## src/rtl/i2c_init_sequencer_if.sv

```systemverilog
// Purpose : handshake bundle between the init sequencer and the
//           single-register I2C writer.
// Signals : cfg_start - one-cycle start pulse (sequencer -> writer)
//           cfg_id    - 8-bit device write address
//           cfg_reg   - register address of the current entry
//           cfg_data  - data byte of the current entry
//           cfg_done  - one-cycle completion pulse (writer -> sequencer)
// Modports: master = sequencer side, slave = writer side.
interface i2c_init_sequencer_if;
    logic       cfg_start;
    logic [7:0] cfg_id;
    logic [7:0] cfg_reg;
    logic [7:0] cfg_data;
    logic       cfg_done;

    modport master (
        output cfg_start,
        output cfg_id,
        output cfg_reg,
        output cfg_data,
        input  cfg_done
    );

    modport slave (
        input  cfg_start,
        input  cfg_id,
        input  cfg_reg,
        input  cfg_data,
        output cfg_done
    );
endinterface

```

## src/rtl/i2c_init_sequencer.sv

```systemverilog
// Purpose : walks a fixed init table after a power-up settle delay and
//           issues one register write at a time to the I2C register
//           writer. Entries with reg == 8'hFF are pure delays of
//           data*DELAY_UNIT clocks. Each write is guarded by a timeout.
//           A go pulse re-runs the table (no power-up wait) once the
//           previous run has finished or failed.
// Ports   : clk       - system clock, rising edge
//           reset     - asynchronous, active-low reset
//           go        - one-cycle restart pulse, honoured in DONE/FAIL only
//           cfg       - writer handshake (master modport)
//           busy      - sequence running
//           init_done - all entries written
//           error     - sticky timeout flag
//           entry_idx - entry in progress, or the failing entry
module i2c_init_sequencer #(
    parameter logic [7:0]  DEVICE_ID      = 8'hEC,
    parameter int unsigned NUM_ENTRIES    = 4,
    parameter int unsigned POWERUP_CYCLES = 1000000,
    parameter int unsigned DELAY_UNIT     = 1000,
    parameter int unsigned TIMEOUT_CYCLES = 2000000
) (
    input  logic                        clk,
    input  logic                        reset,
    input  logic                        go,
    i2c_init_sequencer_if.master        cfg,
    output logic                        busy,
    output logic                        init_done,
    output logic                        error,
    output logic [3:0]                  entry_idx
);

    typedef enum logic [2:0] {
        S_PWRUP,
        S_LOAD,
        S_ISSUE,
        S_WAIT,
        S_DELAY,
        S_NEXT,
        S_DONE,
        S_FAIL
    } state_t;

    state_t      state_q, state_d;
    logic [31:0] cnt_q, cnt_d;
    logic [3:0]  idx_q, idx_d;
    logic [7:0]  reg_q, reg_d;
    logic [7:0]  data_q, data_d;
    logic [3:0]  eidx_q, eidx_d;
    logic        busy_q, busy_d;
    logic        done_q, done_d;
    logic        err_q, err_d;

    logic [15:0] rom_entry;
    logic [31:0] delay_len;

    // Init table: {reg, data}; reg == 8'hFF is a delay of data*DELAY_UNIT.
    function automatic logic [15:0] rom(input logic [3:0] i);
        case (i)
            4'd0:    rom = {8'hA1, 8'h09};
            4'd1:    rom = {8'hFF, 8'h02};
            4'd2:    rom = {8'hC8, 8'h00};
            4'd3:    rom = {8'hA1, 8'h09};
            default: rom = {8'hFF, 8'h00};
        endcase
    endfunction

    assign rom_entry = rom(idx_q);
    assign delay_len = {24'd0, data_q} * DELAY_UNIT;

    always_comb begin
        state_d = state_q;
        cnt_d   = cnt_q + 32'd1;
        idx_d   = idx_q;
        reg_d   = reg_q;
        data_d  = data_q;
        eidx_d  = eidx_q;

        case (state_q)
            S_PWRUP: begin
                if (cnt_q >= POWERUP_CYCLES - 1) begin
                    state_d = S_LOAD;
                    idx_d   = '0;
                end
            end
            S_LOAD: begin
                reg_d   = rom_entry[15:8];
                data_d  = rom_entry[7:0];
                eidx_d  = idx_q;
                state_d = (rom_entry[15:8] == 8'hFF) ? S_DELAY : S_ISSUE;
            end
            S_ISSUE: state_d = S_WAIT;
            S_WAIT: begin
                // Completion takes priority over a coincident timeout.
                if (cfg.cfg_done)
                    state_d = S_NEXT;
                else if (cnt_q >= TIMEOUT_CYCLES - 1)
                    state_d = S_FAIL;
            end
            S_DELAY: begin
                // A zero-length delay still spends one cycle here.
                if ((cnt_q + 32'd1) >= delay_len)
                    state_d = S_NEXT;
            end
            S_NEXT: begin
                if (idx_q == 4'(NUM_ENTRIES - 1)) begin
                    state_d = S_DONE;
                end else begin
                    idx_d   = idx_q + 4'd1;
                    state_d = S_LOAD;
                end
            end
            S_DONE, S_FAIL: begin
                cnt_d = cnt_q;
                if (go) begin
                    idx_d   = '0;
                    state_d = S_LOAD;
                end
            end
            default: state_d = S_PWRUP;
        endcase

        // Counter restarts on every state entry; WAIT keeps counting from
        // ISSUE so the start cycle itself is part of the timeout window.
        if (state_d != state_q && state_d != S_WAIT)
            cnt_d = '0;

        busy_d = !(state_d == S_DONE || state_d == S_FAIL);
        done_d = (state_d == S_DONE);
        err_d  = (state_d == S_FAIL);
    end

    always_ff @(posedge clk or negedge reset) begin
        if (!reset) begin
            state_q <= S_PWRUP;
            cnt_q   <= '0;
            idx_q   <= '0;
            reg_q   <= '0;
            data_q  <= '0;
            eidx_q  <= '0;
            busy_q  <= 1'b0;
            done_q  <= 1'b0;
            err_q   <= 1'b0;
        end else begin
            state_q <= state_d;
            cnt_q   <= cnt_d;
            idx_q   <= idx_d;
            reg_q   <= reg_d;
            data_q  <= data_d;
            eidx_q  <= eidx_d;
            busy_q  <= busy_d;
            done_q  <= done_d;
            err_q   <= err_d;
        end
    end

    assign cfg.cfg_start = (state_q == S_ISSUE);
    assign cfg.cfg_id    = DEVICE_ID;
    assign cfg.cfg_reg   = reg_q;
    assign cfg.cfg_data  = data_q;
    assign busy          = busy_q;
    assign init_done     = done_q;
    assign error         = err_q;
    assign entry_idx     = eidx_q;

endmodule

```

## src/flat_wrapper.sv

```systemverilog
// flat-port wrapper written by rule: the top's interface ports become plain ports
module i2c_init_sequencer_flat 
#(
    parameter logic [7:0]  DEVICE_ID      = 8'hEC,
    parameter int unsigned NUM_ENTRIES    = 4,
    parameter int unsigned POWERUP_CYCLES = 1000000,
    parameter int unsigned DELAY_UNIT     = 1000,
    parameter int unsigned TIMEOUT_CYCLES = 2000000
)
  (clk, reset, go, busy, init_done, error, entry_idx, cfg_cfg_start, cfg_cfg_id, cfg_cfg_reg, cfg_cfg_data, cfg_cfg_done);
  i2c_init_sequencer_if cfg_i ();
  input  logic clk;
  input  logic reset;
  input  logic go;
  output logic busy;
  output logic init_done;
  output logic error;
  output logic [3:0] entry_idx;
  output wire logic [$bits(cfg_i.cfg_start)-1:0] cfg_cfg_start;
  output wire logic [$bits(cfg_i.cfg_id)-1:0] cfg_cfg_id;
  output wire logic [$bits(cfg_i.cfg_reg)-1:0] cfg_cfg_reg;
  output wire logic [$bits(cfg_i.cfg_data)-1:0] cfg_cfg_data;
  input wire logic [$bits(cfg_i.cfg_done)-1:0] cfg_cfg_done;
  assign cfg_cfg_start = cfg_i.cfg_start;
  assign cfg_cfg_id = cfg_i.cfg_id;
  assign cfg_cfg_reg = cfg_i.cfg_reg;
  assign cfg_cfg_data = cfg_i.cfg_data;
  assign cfg_i.cfg_done = cfg_cfg_done;
  i2c_init_sequencer #(.DEVICE_ID(DEVICE_ID), .NUM_ENTRIES(NUM_ENTRIES), .POWERUP_CYCLES(POWERUP_CYCLES), .DELAY_UNIT(DELAY_UNIT), .TIMEOUT_CYCLES(TIMEOUT_CYCLES)) u_core (.clk(clk), .reset(reset), .go(go), .cfg(cfg_i), .busy(busy), .init_done(init_done), .error(error), .entry_idx(entry_idx));
endmodule
```

## config.mk

```make
export PLATFORM = sky130hd
export DESIGN_NAME = i2c_init_sequencer_flat
export DESIGN_NICKNAME = d
export VERILOG_FILES = /design/src/rtl/i2c_init_sequencer_if.sv /design/src/rtl/i2c_init_sequencer.sv /design/src/flat_wrapper.sv
export SDC_FILE = /design/constraint.sdc
export NUM_CORES = 1
export LEC_CHECK = 0
export BUFFER_PORTS_ARGS = -buffer_cell sky130_fd_sc_hd__buf_2
export CORE_MARGIN = 4
export CORE_UTILIZATION = 55
export DETAILED_ROUTE_END_ITERATION = 16
export PLACE_DENSITY = 0.75
export REMOVE_ABC_BUFFERS = 1
export SLEW_MARGIN = 20
export SYNTH_ARGS = -nofsm -noshare
export SYNTH_HDL_FRONTEND = slang
export SYNTH_SLANG_ARGS = --single-unit
```

## constraint.sdc

```tcl
create_clock -name clk -period 5 [get_ports clk]
set_input_delay 1 -clock clk [delete_from_list [all_inputs] [get_ports clk]]
set_output_delay 1 -clock clk [all_outputs]
set_load 0.005 [all_outputs]
```

# After elaboration in Yosys (flattened, before gate mapping)
# Cells that the tools add are included.
[word_totals] mem_bits_rw=0 mem_bits_ro=0 memories=0 out_inout_bits=32 input_bits=4 elab_cells=58 register_bits=62 latch_bits=0
[op_classes] n_shift=0 bitwise=0 order_cmp=3 addsub=2 n_reduce_logical=9 div_mod_pow=0 eq_ne=19 muxes=15 multipliers=1
[ops] cell="32-bit two-way mux" n=2
[ops] cell="15-bit one-hot mux with 3 select lines" n=1
[ops] cell="32-bit by 1-bit adder with 32-bit output, second input constant" n=1
[ops] cell="32-bit by 18-bit >= comparator with 1-bit output" n=1
[ops] cell="32-bit by 20-bit >= comparator with 1-bit output, second input constant" n=1
[ops] cell="32-bit by 21-bit >= comparator with 1-bit output, second input constant" n=1
[ops] cell="3-bit two-way mux" n=7
[ops] cell="3-bit one-hot mux with 7 select lines" n=1
[ops] cell="3-bit == test, second input constant" n=6
[ops] cell="8-bit by 7-bit multiplier with 15-bit output, second input constant" n=1
[ops] cell="4-bit two-way mux" n=3
[ops] cell="4-bit one-hot mux with 3 select lines" n=1
[ops] cell="4-bit by 2-bit == test with 1-bit output, second input constant" n=2
[ops] cell="8-bit == test, second input constant" n=1
[ops] cell="3-bit by 2-bit == test with 1-bit output, second input constant" n=2
[ops] cell="4-bit by 1-bit adder with 4-bit output, second input constant" n=1
[ops] cell="4-bit by 1-bit == test with 1-bit output, second input constant" n=1
[ops] cell="4-bit logical NOT" n=1
[ops] cell="2-bit by 1-bit != test with 1-bit output, second input constant" n=2
[ops] cell="2-bit != test, second input constant" n=2
[ops] cell="4-bit AND reduction" n=1
[ops] cell="2-bit OR reduction" n=2
[ops] cell="3-bit by 1-bit == test with 1-bit output, second input constant" n=1
[ops] cell="3-bit logical NOT" n=1
[ops] cell="other kinds (6)" n=6

# Depth between registers and ports, before layout
[logic_depth] depth_word=9 mapped_depth=17 mapped_depth_nobuf=16

# Least setup slack after synthesis
# Ideal clock, no wire load.
[synth_timing] path_type="reg2reg" from="reg u_core.cnt_q[4]" to="reg u_core.cnt_q[0]" path_stages_with_launch=18 synth_period_minus_slack_ns=3.752 required_time_ns=4.918 n_path_buf=2 path_slack_ns=1.248 t_arrival_ns=3.670 setup_time_ns=0.082 path_cell_list="dfrtp_1 > clkbuf_1 > nand3_1 > nor2_1 > nand2_1 > nor2_1 > nand3_1 > xnor2_1 > ha_1 > a21o_1 > a211o_1 > a2111oi_0 > o22ai_1 > a311o_1 > nor4_4 > a211oi_2 > buf_6 > nor3_2"
[synth_via] elab_chain_len=7 word_cells_on_any_way=14 cone_classes="add/sub: 1; order compare: 3; eq/ne: 3; mux: 6; reduce/logical: 1"
[synth_rtl] element="start, declared" line_no="i2c_init_sequencer.sv:44" source="logic [31:0] cnt_q, cnt_d;"
[synth_rtl] element="start signal, assigned" line_no="i2c_init_sequencer.sv:145" source="cnt_q <= cnt_d;"
[synth_rtl] element="32-bit by 1-bit adder with 32-bit output or 32-bit by 21-bit >= comparator with 1-bit output (tied branches)" line_no="i2c_init_sequencer.sv:101, i2c_init_sequencer.sv:96"
[synth_rtl] element="32-bit by 18-bit >= comparator with 1-bit output or 3-bit two-way mux (tied branches)" line_no="i2c_init_sequencer.sv:101, i2c_init_sequencer.sv:96"
[synth_rtl] element="3-bit two-way mux, on equally long branches" line_no="i2c_init_sequencer.sv:101, i2c_init_sequencer.sv:94"
[synth_rtl] element="3-bit one-hot mux with 7 select lines (*)" line_no="i2c_init_sequencer.sv:78" source="case (state_q)"
[synth_rtl] element="3-bit != test or 3-bit by 2-bit != test with 1-bit output (tied branches)" line_no="i2c_init_sequencer.sv:124" source="if (state_d != state_q && state_d != S_WAIT)"
[synth_rtl] element="1-bit logical AND (*)" line_no="i2c_init_sequencer.sv:124"
[synth_rtl] element="2-bit by 1-bit != test with 1-bit output (no source line) or 32-bit two-way mux (tied branches)"
# Mark *: on every way between the ends. The rest lies on a longest branch, timed or not.
# A chain may end at the register's enable or synchronous reset.

# Final worst setup path
[layout_timing] from="reg u_core.data_q[0], in the netlist u_core.cfg.cfg_data[0]" to="reg u_core.cnt_q[12]"
[layout_via] elab_chain_len=7 word_cells_on_any_way=9 cone_classes="mul: 1; order compare: 1; eq/ne: 3; mux: 3; reduce/logical: 1"
[layout_rtl] element="start, declared" line_no="i2c_init_sequencer.sv:47" source="logic [7:0] data_q, data_d;"
[layout_rtl] element="start signal, assigned" line_no="i2c_init_sequencer.sv:148" source="data_q <= data_d;"
[layout_rtl] element="8-bit by 7-bit multiplier with 15-bit output (*)" line_no="i2c_init_sequencer.sv:68" source="assign delay_len = {24'd0, data_q} * DELAY_UNIT;"
[layout_rtl] element="32-bit by 18-bit >= comparator with 1-bit output (*)" line_no="i2c_init_sequencer.sv:101" source="if ((cnt_q + 32'd1) >= delay_len)"
[layout_rtl] element="3-bit two-way mux (*)" line_no="i2c_init_sequencer.sv:101"
[layout_rtl] element="3-bit one-hot mux with 7 select lines (*)" line_no="i2c_init_sequencer.sv:78"
[layout_rtl] element="3-bit != test or 3-bit by 2-bit != test with 1-bit output (tied branches)" line_no="i2c_init_sequencer.sv:124"
[layout_rtl] element="1-bit logical AND (*)" line_no="i2c_init_sequencer.sv:124"
[layout_rtl] element="2-bit by 1-bit != test with 1-bit output (no source line) or 32-bit two-way mux (tied branches)"
# Marked as above.

==> qor.csv <==
metric;value;unit
Register Area;1300;sq um
area grow syn2layout;3.43;%
met3 usage;3.37;%
top cell type's share of synthesized area;31.8;%
Seq/Total Area, Yosys;31.8;%
M1 GR Usage;32.1;%
final net count;482;
register name with the most flops;u_core.cnt_q;
vias in the first global route;3159;
area taken by multi-input logic gates;2530;sq um
CTS sink count;52;
setup tns final;0;ps
slew margin rel.;35.9;%
Cell Pwr Density;388;nW/um^2
fraction of registers with async set/reset;100;%
Max-cap violations;0;
DIE HEIGHT;94.2;microns
Worst setup SP type;flop;
grt total ovfl;0;
Die Area;8880;sq um
antenna violations before repair;0;
Hold-fix buffers, CTS;0;
Initial Util;56.4;%
Required @ worst endpoint;5230;ps
Worst-path clk slew;100;ps
drc violations;0;
syn_area_per_cell;8.95;sq um
I/O pin total;36;
leakage power total;1.87;nW
max FFs per register;32;
ys flop type;dfrtp_1;
CTS Buf Count;5;
Clock Tree Buf Depth;2;
H-tree depth;2;
status;finished, final reports clean;
grt met2 use;34.0;%
layout cells sized above 1;18.2;%
CP Class;reg2reg;
worst-path fanout max;20;
setup ws final;611;ps
Final setup viols;0;
Post CTS Setup Buffer Count;0;
post-route minimum period;4390;ps
Total GRT Usage;22.2;%
vias per cell;5.92;
Placer Congestion;0.943;
Core Area;7250;sq um
hpwl dp;6730;microns
cell count after synthesis;457;
Synth Cell Area;4090;sq um
most instantiated library cell after synthesis;dfrtp_1;
measured slew at the worst slew-check pin;958;ps
VDD IR max;0.000357;V
Antenna Cells;0;
YS warnings;0;
DR WL/cell;16.6;microns
post-synthesis register bit count;52;
Post-synth EDFFs;0;
Iter 0 DRT Violations;249;
synth top area cells;dfrtp_1 32%, nor3_2 7.6%, ha_1 7.3%, xor2_1 5.4%, xnor2_1 4.9%;
fillers;656;
dpl cells;546;
Pwr Total;0.00164;W
vias;3280;
overall routed net length;9180;microns
busiest grt layer;met2;
fin crit share;87.8;%
Achievable Freq;0.228;GHz
clk_skew;8.48;ps
DRT Pass-1 Iters;4;
most frequent cells after synthesis;52 x dfrtp_1, 40 x nand2_1, 33 x nor2_1;
fin. max-slew vios;0;
Root Driver;clkbuf_8;
area leader, netlist;dfrtp_1;
std cell rows;31;
CTS tree;done;
RSZ-0062 raised after global routing;no;
worst slack at placement;621;ps
Worst Hold Depth;1;
die width;94.2;microns
Post-CTS Resized;0;
clk_lat worst skew;310;ps
number of port buffers;22;
Reg2Reg Depth;17;
largest net degree at the start of global routing;53;
Hold WC Path Type;reg2reg;
Cell Count, Final, Fillers Out;554;
Fin. Hold Viols;0;
Synth cell types;60;
first-pass GRT wire length;15700;microns
critical path arrival;4620;ps
Hold WS;484;ps
Antenna Violating Nets Remaining;0;
Setup crit end kind;flop;
routing by layer:
layer	vias up	part of all wire, %
met5	-	0
met4	0	1.7
met3	18	6.0
met2	110	46
met1	1573	46
li1	1579	-
placed cells by master, fill, tap and decap left out, types with 3 or more instances in the layout:
master    instances
dfrtp_1          52
nand2_1          40
nor2_1           33
nor3_2           31
nand3_1          25
xor2_1           25
ha_1             24
xnor2_1          23
buf_2            22
o21ai_0          18
nor3_1           15
conb_1           13
inv_1            11
a21oi_1          10
nand4_1           9
and3_1            8
clkbuf_8          6
o22ai_1           5
nor4_1            4
and2_1            4
mux2i_1           4
or2_2             4
o211ai_1          4
mux2_2            4
buf_4             4
nand2b_1          3
or3_1             3
and4_1            3
a31oi_1           3
worst paths after layout:
path / start / to / slack (ps)
worst max-delay path: u_core.cfg.cfg_data[0] / u_core.cnt_q[12] / 610
worst min-delay path: u_core.cfg.cfg_reg[7] / u_core.cfg.cfg_reg[7] / 480
worst max register to register: u_core.cfg.cfg_data[0] / u_core.cnt_q[12] / 610
worst min register to register: u_core.cfg.cfg_reg[7] / u_core.cfg.cfg_reg[7] / 480
max in group asynchronous: reset / u_core.cnt_q[25] / 3760
min in group asynchronous: reset / u_core.entry_idx[0] / 800
layout make-up:
| type | count | share of cell area [%] |
|---|---|---|
| clock buffers | 7 | 2.04 |
| clock inverters | 1 | 0.177 |
| inverters | 11 | 0.976 |
| multi-input cells | 358 | 59.8 |
| flip-flops and latches | 52 | 30.8 |
| well taps | 99 | 2.93 |
| repair buffers | 26 | 3.31 |
cells by family (layout without fill, tap and decap cells):
family	count (synthesis)	in the layout	share of synthesized area, %
AND/OR/NAND/NOR	199	199	29.8
AO/OA/AOI/OAI	66	66	10.7
buffers and inverters	58	45	7.80
flip-flops	52	52	31.8
XOR/XNOR	48	48	10.3
adder cells (fa/ha/maj)	24	24	7.34
multiplexers	8	8	2.08
other	2	13	0.184
worst max-delay path: stages (launching register included):
cell	delay (ps)
dfrtp_1	520
inv_1	160
ha_1	360
nand2_1	70
nor3_1	160
a21oi_1	70
o21ai_0	160
a221oi_1	130
ha_1	220
a21o_1	160
a211o_1	310
a2111oi_0	430
o22ai_1	150
a311o_1	320
nor4_4	350
a211oi_4	220
buf_4	300
nor3_1	200
report_power, final:
part / internal (W) / switching [W]
Combinational: 0.000292 / 0.000537
Clock: 0.000113 / 0.000141
Sequential: 0.000476 / 0.0000840
Total: 0.000881 / 0.000762
through the flow:
stage | area [sq um] | util [%]
6_report | 4230 | 58.3
5_1_grt | 4230 | 58.3
4_1_cts | 4230 | 58.3
2_1_floorplan | 3850 | -
3_3_place_gp | 4140 | 57.0
3_5_place_dp | 4140 | 57.0
No activity file was read; power rests on OpenSTA's default activity.
